### src/rtl/alu_wb_pkg.sv
// Shared constants and types for the ALU result write-back stage.
package alu_wb_pkg;

  localparam int LANES   = 16;
  localparam int WIDTH   = 32;
  localparam int RADDR_W = 2;

  localparam int HALF_W = LANES * WIDTH;
  localparam int RES_W  = 2 * HALF_W;
  localparam int CC_W   = 2 * LANES;

  typedef enum logic [1:0] {
    IDLE  = 2'd0,
    WR_LO = 2'd1,
    WR_HI = 2'd2
  } state_t;

  localparam logic [1:0] CC_ZERO = 2'b00;
  localparam logic [1:0] CC_NEG  = 2'b01;
  localparam logic [1:0] CC_POS  = 2'b10;
  localparam logic [1:0] CC_OVF  = 2'b11;

endpackage

### src/rtl/cc_overflow_detect.sv
// Flags when any lane's packed condition code reports a result wider than 32 bits.
module cc_overflow_detect
  import alu_wb_pkg::*;
(
  input  logic [CC_W-1:0] cc,
  output logic            any_ovf
);

  always_comb begin
    any_ovf = 1'b0;
    for (int i = 0; i < LANES; i++) begin
      if (cc[2*i +: 2] == CC_OVF) any_ovf = 1'b1;
    end
  end

endmodule

### src/rtl/alu_writeback.sv
// Retires one double-width ALU result into the 512-bit register-file write port.
// Optional OVERFLOW_TRAP_EN adds a sticky lane-overflow flag with a clear input.
module alu_writeback
  import alu_wb_pkg::*;
(
  input  logic               clk,
  input  logic               rst,
  input  logic               in_valid,
  output logic               in_ready,
  input  logic [RES_W-1:0]   in_result,
  input  logic [CC_W-1:0]    in_cc,
  input  logic               in_wide,
  input  logic [RADDR_W-1:0] in_dst_lo,
  input  logic [RADDR_W-1:0] in_dst_hi,
  output logic               rf_we,
  output logic [RADDR_W-1:0] rf_waddr,
  output logic [HALF_W-1:0]  rf_wdata,
  output logic               done,
`ifdef OVERFLOW_TRAP_EN
  output logic               ovf_sticky,
  input  logic               ovf_clr,
`endif
  output logic [CC_W-1:0]    cc_out
);

  state_t               state, state_next;
  logic [RES_W-1:0]     result_q;
  logic [CC_W-1:0]      cc_q;
  logic                 wide_q;
  logic [RADDR_W-1:0]   dst_lo_q, dst_hi_q;
  logic                 final_wr;
  logic                 accept;

  // The last write of an op is also the cycle a new op may be accepted.
  assign final_wr = (state == WR_HI) || ((state == WR_LO) && !wide_q);
  assign in_ready = (state == IDLE) || final_wr;
  assign accept   = in_valid && in_ready;

  // NOTE: clocked state uses non-blocking assignments so every flop samples pre-edge values.
  always_ff @(posedge clk) begin
    if (rst) state <= IDLE;
    else     state <= state_next;
  end

  // NOTE: the wide hold registers need no reset; outputs are gated by state, which is reset.
  always_ff @(posedge clk) begin
    if (accept) begin
      result_q <= in_result;
      cc_q     <= in_cc;
      wide_q   <= in_wide;
      dst_lo_q <= in_dst_lo;
      dst_hi_q <= in_dst_hi;
    end
  end

  always_ff @(posedge clk) begin
    if (rst)           cc_out <= '0;
    else if (final_wr) cc_out <= cc_q;
  end

  // NOTE: every output of this block gets a default first so no latch is inferred.
  always_comb begin
    state_next = state;
    rf_we      = 1'b0;
    rf_waddr   = '0;
    rf_wdata   = '0;
    done       = final_wr;
    case (state)
      IDLE: begin
        if (accept) state_next = WR_LO;
      end
      WR_LO: begin
        rf_we    = 1'b1;
        rf_waddr = dst_lo_q;
        rf_wdata = result_q[HALF_W-1:0];
        if (wide_q)      state_next = WR_HI;
        else if (accept) state_next = WR_LO;
        else             state_next = IDLE;
      end
      WR_HI: begin
        rf_we      = 1'b1;
        rf_waddr   = dst_hi_q;
        rf_wdata   = result_q[RES_W-1:HALF_W];
        state_next = accept ? WR_LO : IDLE;
      end
      default: state_next = IDLE;
    endcase
  end

`ifdef OVERFLOW_TRAP_EN
  logic any_ovf;

  cc_overflow_detect u_cc_overflow_detect (
    .cc      (cc_q),
    .any_ovf (any_ovf)
  );

  // Setting on a completing overflow op takes priority over a concurrent clear.
  always_ff @(posedge clk) begin
    if (rst)                       ovf_sticky <= 1'b0;
    else if (final_wr && any_ovf)  ovf_sticky <= 1'b1;
    else if (ovf_clr)              ovf_sticky <= 1'b0;
  end
`endif

endmodule

### config.mk
export PLATFORM = sky130hd
export DESIGN_NAME = alu_writeback
export DESIGN_NICKNAME = d
export VERILOG_FILES = /design/src/rtl/alu_wb_pkg.sv /design/src/rtl/cc_overflow_detect.sv /design/src/rtl/alu_writeback.sv
export SDC_FILE = /design/constraint.sdc
export NUM_CORES = 1
export LEC_CHECK = 0
export BUFFER_PORTS_ARGS = -buffer_cell sky130_fd_sc_hd__buf_2
export CAP_MARGIN = 20
export CORE_AREA = 2 2 625 627
export DETAILED_ROUTE_END_ITERATION = 10
export DIE_AREA = 0 0 627 629
export GPL_TIMING_DRIVEN = 0
export PLACE_DENSITY = 0.3
export SLEW_MARGIN = 20
export SYNTH_ARGS = -nofsm -noshare
export SYNTH_HDL_FRONTEND = slang
export SYNTH_SLANG_ARGS = --single-unit
### constraint.sdc
create_clock -name clk -period 88 [get_ports clk]
set_input_delay 17.6 -clock clk [delete_from_list [all_inputs] [get_ports clk]]
set_output_delay 17.6 -clock clk [all_outputs]
set_load 0.02 [all_outputs]
==> impl_metrics.tcl, run 1 <==
set metrics [dict create \
    outcome "complete, no violations" \
    finalSetupViolations 0 \
    clk_path_buf_depth 4 \
    grt_start_max_net_pins 54 \
    area.growth.synth_to_final_pct 48.2 \
    start_util_pct 10.7 \
    p_leak_nw 22.4 \
    ios 1613 \
    max_stage_delay_ps 850 \
    ir_drop_uv 14.7 \
    startpoint_type "flip-flop" \
    cp.arrival_ps 4840 \
    clock_sinks 1095 \
    synthAdderAreaFrac_pct 0.120 \
    final_common_cell "buf_2" \
    postCtsSetupBuffers 0 \
    cts_hold_buf 0 \
    fin_crit_sh_pct 25.5 \
    drt_iter0_drc 2387 \
    ys_warn_count 0 \
    cp_max_fo 15 \
    routed_wl_um 304000 \
    postRouteAntennaNets 0 \
    cts-root-buf "clkbuf_16" \
    fp-row-count 229 \
    nets 5319 \
    grt_pass1_vias 32000 \
    max_cap_viol_count 0 \
    path_buf_inv 5 \
    grt_antenna_before_repair 319 \
    finalMaxSlewViolations 0 \
    required_ps 70400 \
    synth_top_family_by_area "compound AO/OA/AOI/OAI gates" \
    rsz0062_at_grt "no" \
    die_area_um2 394000 \
    final_cell_mix "buf_2 (1,705), edfxtp_1 (1,061), nor2b_1 (547)" \
    slew_headroom_pct 11.5 \
    place.gp.congestion 0.942 \
    tns_ps 0 \
    first_pass_iters 5 \
    path_common_cell "buf_2" \
    end_kind "output pin" \
    cts-buffers-inserted 153 \
    nFillCells 43200 \
    dp_cells 9293 \
    startpoint "state[0]" \
    reg2reg_to "result_q[97]" \
    multiInputGateArea_um2 8040 \
    hp-class "reg2reg" \
    core_area_um2 388000 \
    postSynthAreaPerCell_um2 16.9 \
    synth_cells 2458 \
    tightest_slew_ps 1330 \
    final_cells 9612 \
    htreeDepth 4 \
    cts_resized 0 \
    overflow 0 \
    rr_worst_depth 16 \
    crit_type "reg2out" \
    finClkSkew_ps 37.9 \
    critPathSlowestCell "buf_2" \
    synthDistinctLibCells 22 \
    crit_family "buffers and inverters" \
    fin_crit_ps 22440 \
    synth_simple_gate_area_share_pct 8.84 \
    die_x_um 627 \
    regArea_um2 32500 \
    syn_nets 3526 \
    pwr_density_cell_nw_per_um2 22.7 \
    whs_ps 473 \
    critical_path_cell_count 7 \
    synth_area_um2 41500 \
    cts_tree "done" \
    synth_xor_area_share_pct 0 \
    synth_compound_area_share_pct 10.4 \
    r2r_start "state[0]" \
    dp_hpwl_um 259000 \
    wire_per_inst_um 31.6 \
    synth-seq-cells 1095 \
    port_buffers 1611 \
    clk_pin_slew_worst_paths_ps 60 \
    grt_util_all_layers_pct 14.7 \
    synthMuxAreaShare_pct 0 \
    drive_gt1_share_pct 45.8 \
    grt_pass1_wl_um 374000 \
    hold_viol_final 0 \
    r2r_slack_ps 82650 \
    fmax_ghz 0.0446 \
    worstPathCellList "inv_1 > ha_1 > buf_2 > buf_2 > clkbuf_1 > nor2b_1 > buf_2" \
    die_height_um 629 \
    crit_end "rf_wdata[115]" \
    dr_total_vias 31600 \
    clk_latency_ps 840 \
    drc 0 \
    via_per_inst 3.29 \
    seq_area_frac_synth_pct 78.3 \
]
state kept, by name, summed over array words and instances, names as in the netlist:
| register | count |
|---|---|
| cc_q | 32 |
| dst_hi_q | 2 |
| result_q | 1024 |
| dst_lo_q | 2 |
| wide_q | 1 |
| cc_out | 32 |
| state | 2 |
worst register-to-register path, delay by kind of cell (launching register included):
| kind | cells | cell delay, ps |
|---|---|---|
| fa+ha+maj | 1 | 170 |
| buf+inv | 13 | 3770 |
| flops | 1 | 340 |
| simple gates | 2 | 680 |
per-layer routing:
metal,wire length [um],up-vias,share of wire [%],global-route usage [%]
met5,697,-,0.23,0
met4,8100,108,2.7,2.94
met3,23100,716,7.6,4.37
met2,154000,1707,50,26.7
met1,119000,15800,39,17.0
li1,-,13200,-,-
synth_stat cells:
master	instances	area share [%]
inv_1	3	0.027
buf_4	26	0.47
a22oi_1	514	9.3
and2_1	1	0.015
or2_1	1	0.015
or3_1	1	0.015
edfxtp_1	1061	77
nand2_1	2	0.018
buf_6	5	0.14
o21ai_0	35	0.42
dfxtp_1	34	1.6
o311ai_0	1	0.021
nand2b_1	32	0.48
nor2b_1	547	8.2
nor2b_4	1	0.033
clkbuf_2	1	0.012
o21ai_2	29	0.61
buf_2	94	1.1
ha_1	4	0.12
nand4b_1	1	0.021
a21oi_1	2	0.024
clkbuf_1	63	0.57
metrics by stage:
| step | utilization (%) | total power [mW] | setup slack [ps] | instance area, um2 |
|---|---|---|---|---|
| 2_1_floorplan | - | 0.746 | 45100 | 41500 |
| 3_3_place_gp | 14.5 | 0.875 | 30040 | 56100 |
| 3_5_place_dp | 14.6 | 0.809 | 65820 | 56800 |
| 4_1_cts | 15.8 | 1.43 | 64830 | 61400 |
| 5_1_grt | 15.9 | 1.45 | 64840 | 61500 |
| 6_report | 15.9 | 1.40 | 65560 | 61600 |
logic make-up after synthesis:
kind of cell | Yosys count
flops | 1095
simple gates | 586
fa+ha+maj | 4
buf+inv | 192
compound gates | 581
cell type report:
| cell class | count | area share [%] |
|---|---|---|
| buffer | 189 | 1.56 |
| sequential | 1095 | 52.9 |
| timing repair buffer | 1638 | 14.1 |
| tap | 5197 | 10.6 |
| inverter | 3 | 0.0183 |
| clock inverter | 75 | 1.07 |
| antenna | 56 | 0.228 |
| clock buffer | 188 | 6.50 |
| multi-input combinational | 1171 | 13.1 |
worst min-delay path by stage:
stage                    start          to  slack, ps  cells after the start
global placement    cc_out[30]  cc_out[30]        460                      2
global route        cc_out[25]  cc_out[25]        490                      2
detailed placement  cc_out[21]  cc_out[21]        460                      2
floorplan             state[1]    state[1]        460                      2
CTS                 cc_out[29]  cc_out[29]        480                      2
finish               cc_out[0]   cc_out[0]        470                      2
where the power goes:
| part | leakage [nW] | switching, mW | internal (mW) |
|---|---|---|---|
| sequential | 10.5 | 0.0150 | 0.619 |
| clock | 2.27 | 0.258 | 0.349 |
| combinational | 9.65 | 0.108 | 0.0502 |
| total | 22.4 | 0.381 | 1.02 |
No activity file was read; power rests on OpenSTA's default activity.
==> run 2: changes to the inputs <==
--- a/config.mk
+++ b/config.mk
@@ -7,9 +7,9 @@
 export LEC_CHECK = 0
 export BUFFER_PORTS_ARGS = -buffer_cell sky130_fd_sc_hd__buf_2
 export CAP_MARGIN = 20
-export CORE_AREA = 2 2 625 627
+export CORE_AREA = 2 2 631 633
 export DETAILED_ROUTE_END_ITERATION = 10
-export DIE_AREA = 0 0 627 629
+export DIE_AREA = 0 0 633 635
 export GPL_TIMING_DRIVEN = 0
 export PLACE_DENSITY = 0.3
 export SLEW_MARGIN = 20
==> constraint.sdc (replaced) <==
create_clock -name clk -period 21.2 [get_ports clk]
set_input_delay 4.24 -clock clk [delete_from_list [all_inputs] [get_ports clk]]
set_output_delay 4.24 -clock clk [all_outputs]
set_load 0.02 [all_outputs]
==> run 2 against run 1 <==
  * Die area is 1.9% higher
  * Combinational power rose to 4.2 times the previous value
  * Total power rose to 4.1 times the previous value
  * Critical path type unchanged
  * Critical endpoint is now rf_wdata[117]
  * Highest routed layer unchanged
==> impl_metrics.tcl, run 2 (same netlist as run 1, synthesis figures left out) <==
set metrics [dict create \
    outcome "complete, no violations" \
    via_per_inst 3.29 \
    wire_per_inst_um 31.3 \
    r2r_slack_ps 16850 \
    hold_viol_final 0 \
    first_pass_iters 5 \
    drc 0 \
    hp-class "reg2reg" \
    dr_total_vias 31800 \
    hold_start "cc_out[10]" \
    final_common_cell "buf_2" \
    dp_slack_ps 12460 \
    pwr_density_cell_nw_per_um2 94.0 \
    clk_latency_ps 840 \
    max_stage_delay_ps 790 \
    p_leak_nw 22.4 \
    grt_start_max_net_pins 57 \
    start_util_pct 10.5 \
    tightest_slew_ps 1250 \
    finClkSkew_ps 39.7 \
    reg2reg_to "result_q[311]" \
    holdPathEnd "cc_out[10]" \
    ios 1613 \
    path_buf_inv 5 \
    port_buffers 1611 \
    rsz0062_at_grt "no" \
    drive_gt1_share_pct 45.9 \
    overflow 0 \
    holdPathStages 2 \
    fp-row-count 231 \
    placed_area_um2 56800 \
    crit_family "buffers and inverters" \
    max_cap_viol_count 0 \
    postCtsSetupBuffers 0 \
    whs_ps 472 \
    worstPathCellList "inv_1 > ha_1 > buf_2 > buf_2 > clkbuf_1 > nor2b_1 > buf_2" \
    cts-root-buf "clkbuf_16" \
    finalMaxSlewViolations 0 \
    nets 5318 \
    cts-buffers-inserted 152 \
    core_area_um2 395000 \
    grt_antenna_before_repair 331 \
    clock_sinks 1095 \
    fin_area_um2 61600 \
    path_common_cell "buf_2" \
    end_kind "output pin" \
    regMostFlops "result_q" \
    postRouteAntennaNets 0 \
    final_cell_mix "buf_2 (1,705), edfxtp_1 (1,061), nor2b_1 (547)" \
    grt_pass1_wl_um 372000 \
    reg_top3 "result_q: 1024 flops, cc_out: 32 flops, cc_q: 32 flops" \
    fin_util_pct 15.6 \
    dp_cells 9338 \
    die_height_um 635 \
    ir_drop_uv 56.5 \
    nFillCells 44200 \
    largest_register_ffs 1024 \
    die_x_um 633 \
    dp_hpwl_um 258000 \
    fin_crit_ps 9150 \
    grt_util_all_layers_pct 14.4 \
    clk_pin_slew_worst_paths_ps 50 \
    cp.arrival_ps 4910 \
    finalSetupViolations 0 \
    cts_hold_buf 0 \
    clk_path_buf_depth 4 \
    setup_ws_ps 12050 \
    startpoint_type "flip-flop" \
    place.gp.congestion 0.909 \
    htreeDepth 4 \
    multiInputGateArea_um2 8040 \
    total_power_mw 5.79 \
    regArea_um2 32500 \
    r2r_start "state[0]" \
    final_cells 9669 \
    area.growth.synth_to_final_pct 48.4 \
    drt_iter0_drc 2837 \
    cp_max_fo 10 \
    crit_type "reg2out" \
    tns_ps 0 \
    cts_resized 0 \
    required_ps 16960 \
    fin_crit_sh_pct 43.2 \
    routed_wl_um 302000 \
    cts_tree "done" \
    rr_worst_depth 13 \
    startpoint "state[0]" \
    slew_headroom_pct 16.7 \
    grt_pass1_vias 32100 \
    die_area_um2 402000 \
    fmax_ghz 0.109 \
    critPathSlowestCell "nor2b_1" \
]
-- run 2: how the worst max path moves through the flow --
stage	cells after the start	end
final	7	rf_wdata[117]
after global routing	7	rf_wdata[134]
after CTS	7	rf_wdata[134]
after detailed placement	7	rf_wdata[134]
after global placement	2	result_q[348]
after floorplan	1	cc_q[0]
-- run 2: area by class of cell --
class	count	area share [%]
multi-input cells	1171	13.0
diodes	61	0.248
well taps	5242	10.6
inverters	3	0.0183
flip-flops and latches	1095	52.8
repair buffers	1638	14.1
plain buffers	189	1.56
clock inverters	78	1.02
clock buffers	192	6.57
-- run 2: routing by layer --
metal / vias up / GRT usage, % / routed length [um]
li1: 13200 / - / -
met1: 15900 / 16.7 / 117000
met2: 1881 / 25.5 / 149000
met3: 680 / 4.93 / 27500
met4: 102 / 3.13 / 8450
met5: - / 0 / 634
-- run 2: worst register-to-register path, stage by stage, from the launching register on --
cell	delay, ps
dfxtp_1	340
inv_1	90
ha_1	160
buf_6	220
buf_6	260
or3_1	220
and2_4	420
buf_16	290
buf_16	350
buf_16	330
buf_16	350
buf_12	320
buf_16	300
buf_16	340
-- run 2: power by group --
part | total, mW | switching, mW | internal [mW]
Combinational | 0.663 | 0.455 | 0.208
Clock | 2.50 | 1.06 | 1.44
Sequential | 2.63 | 0.0591 | 2.57
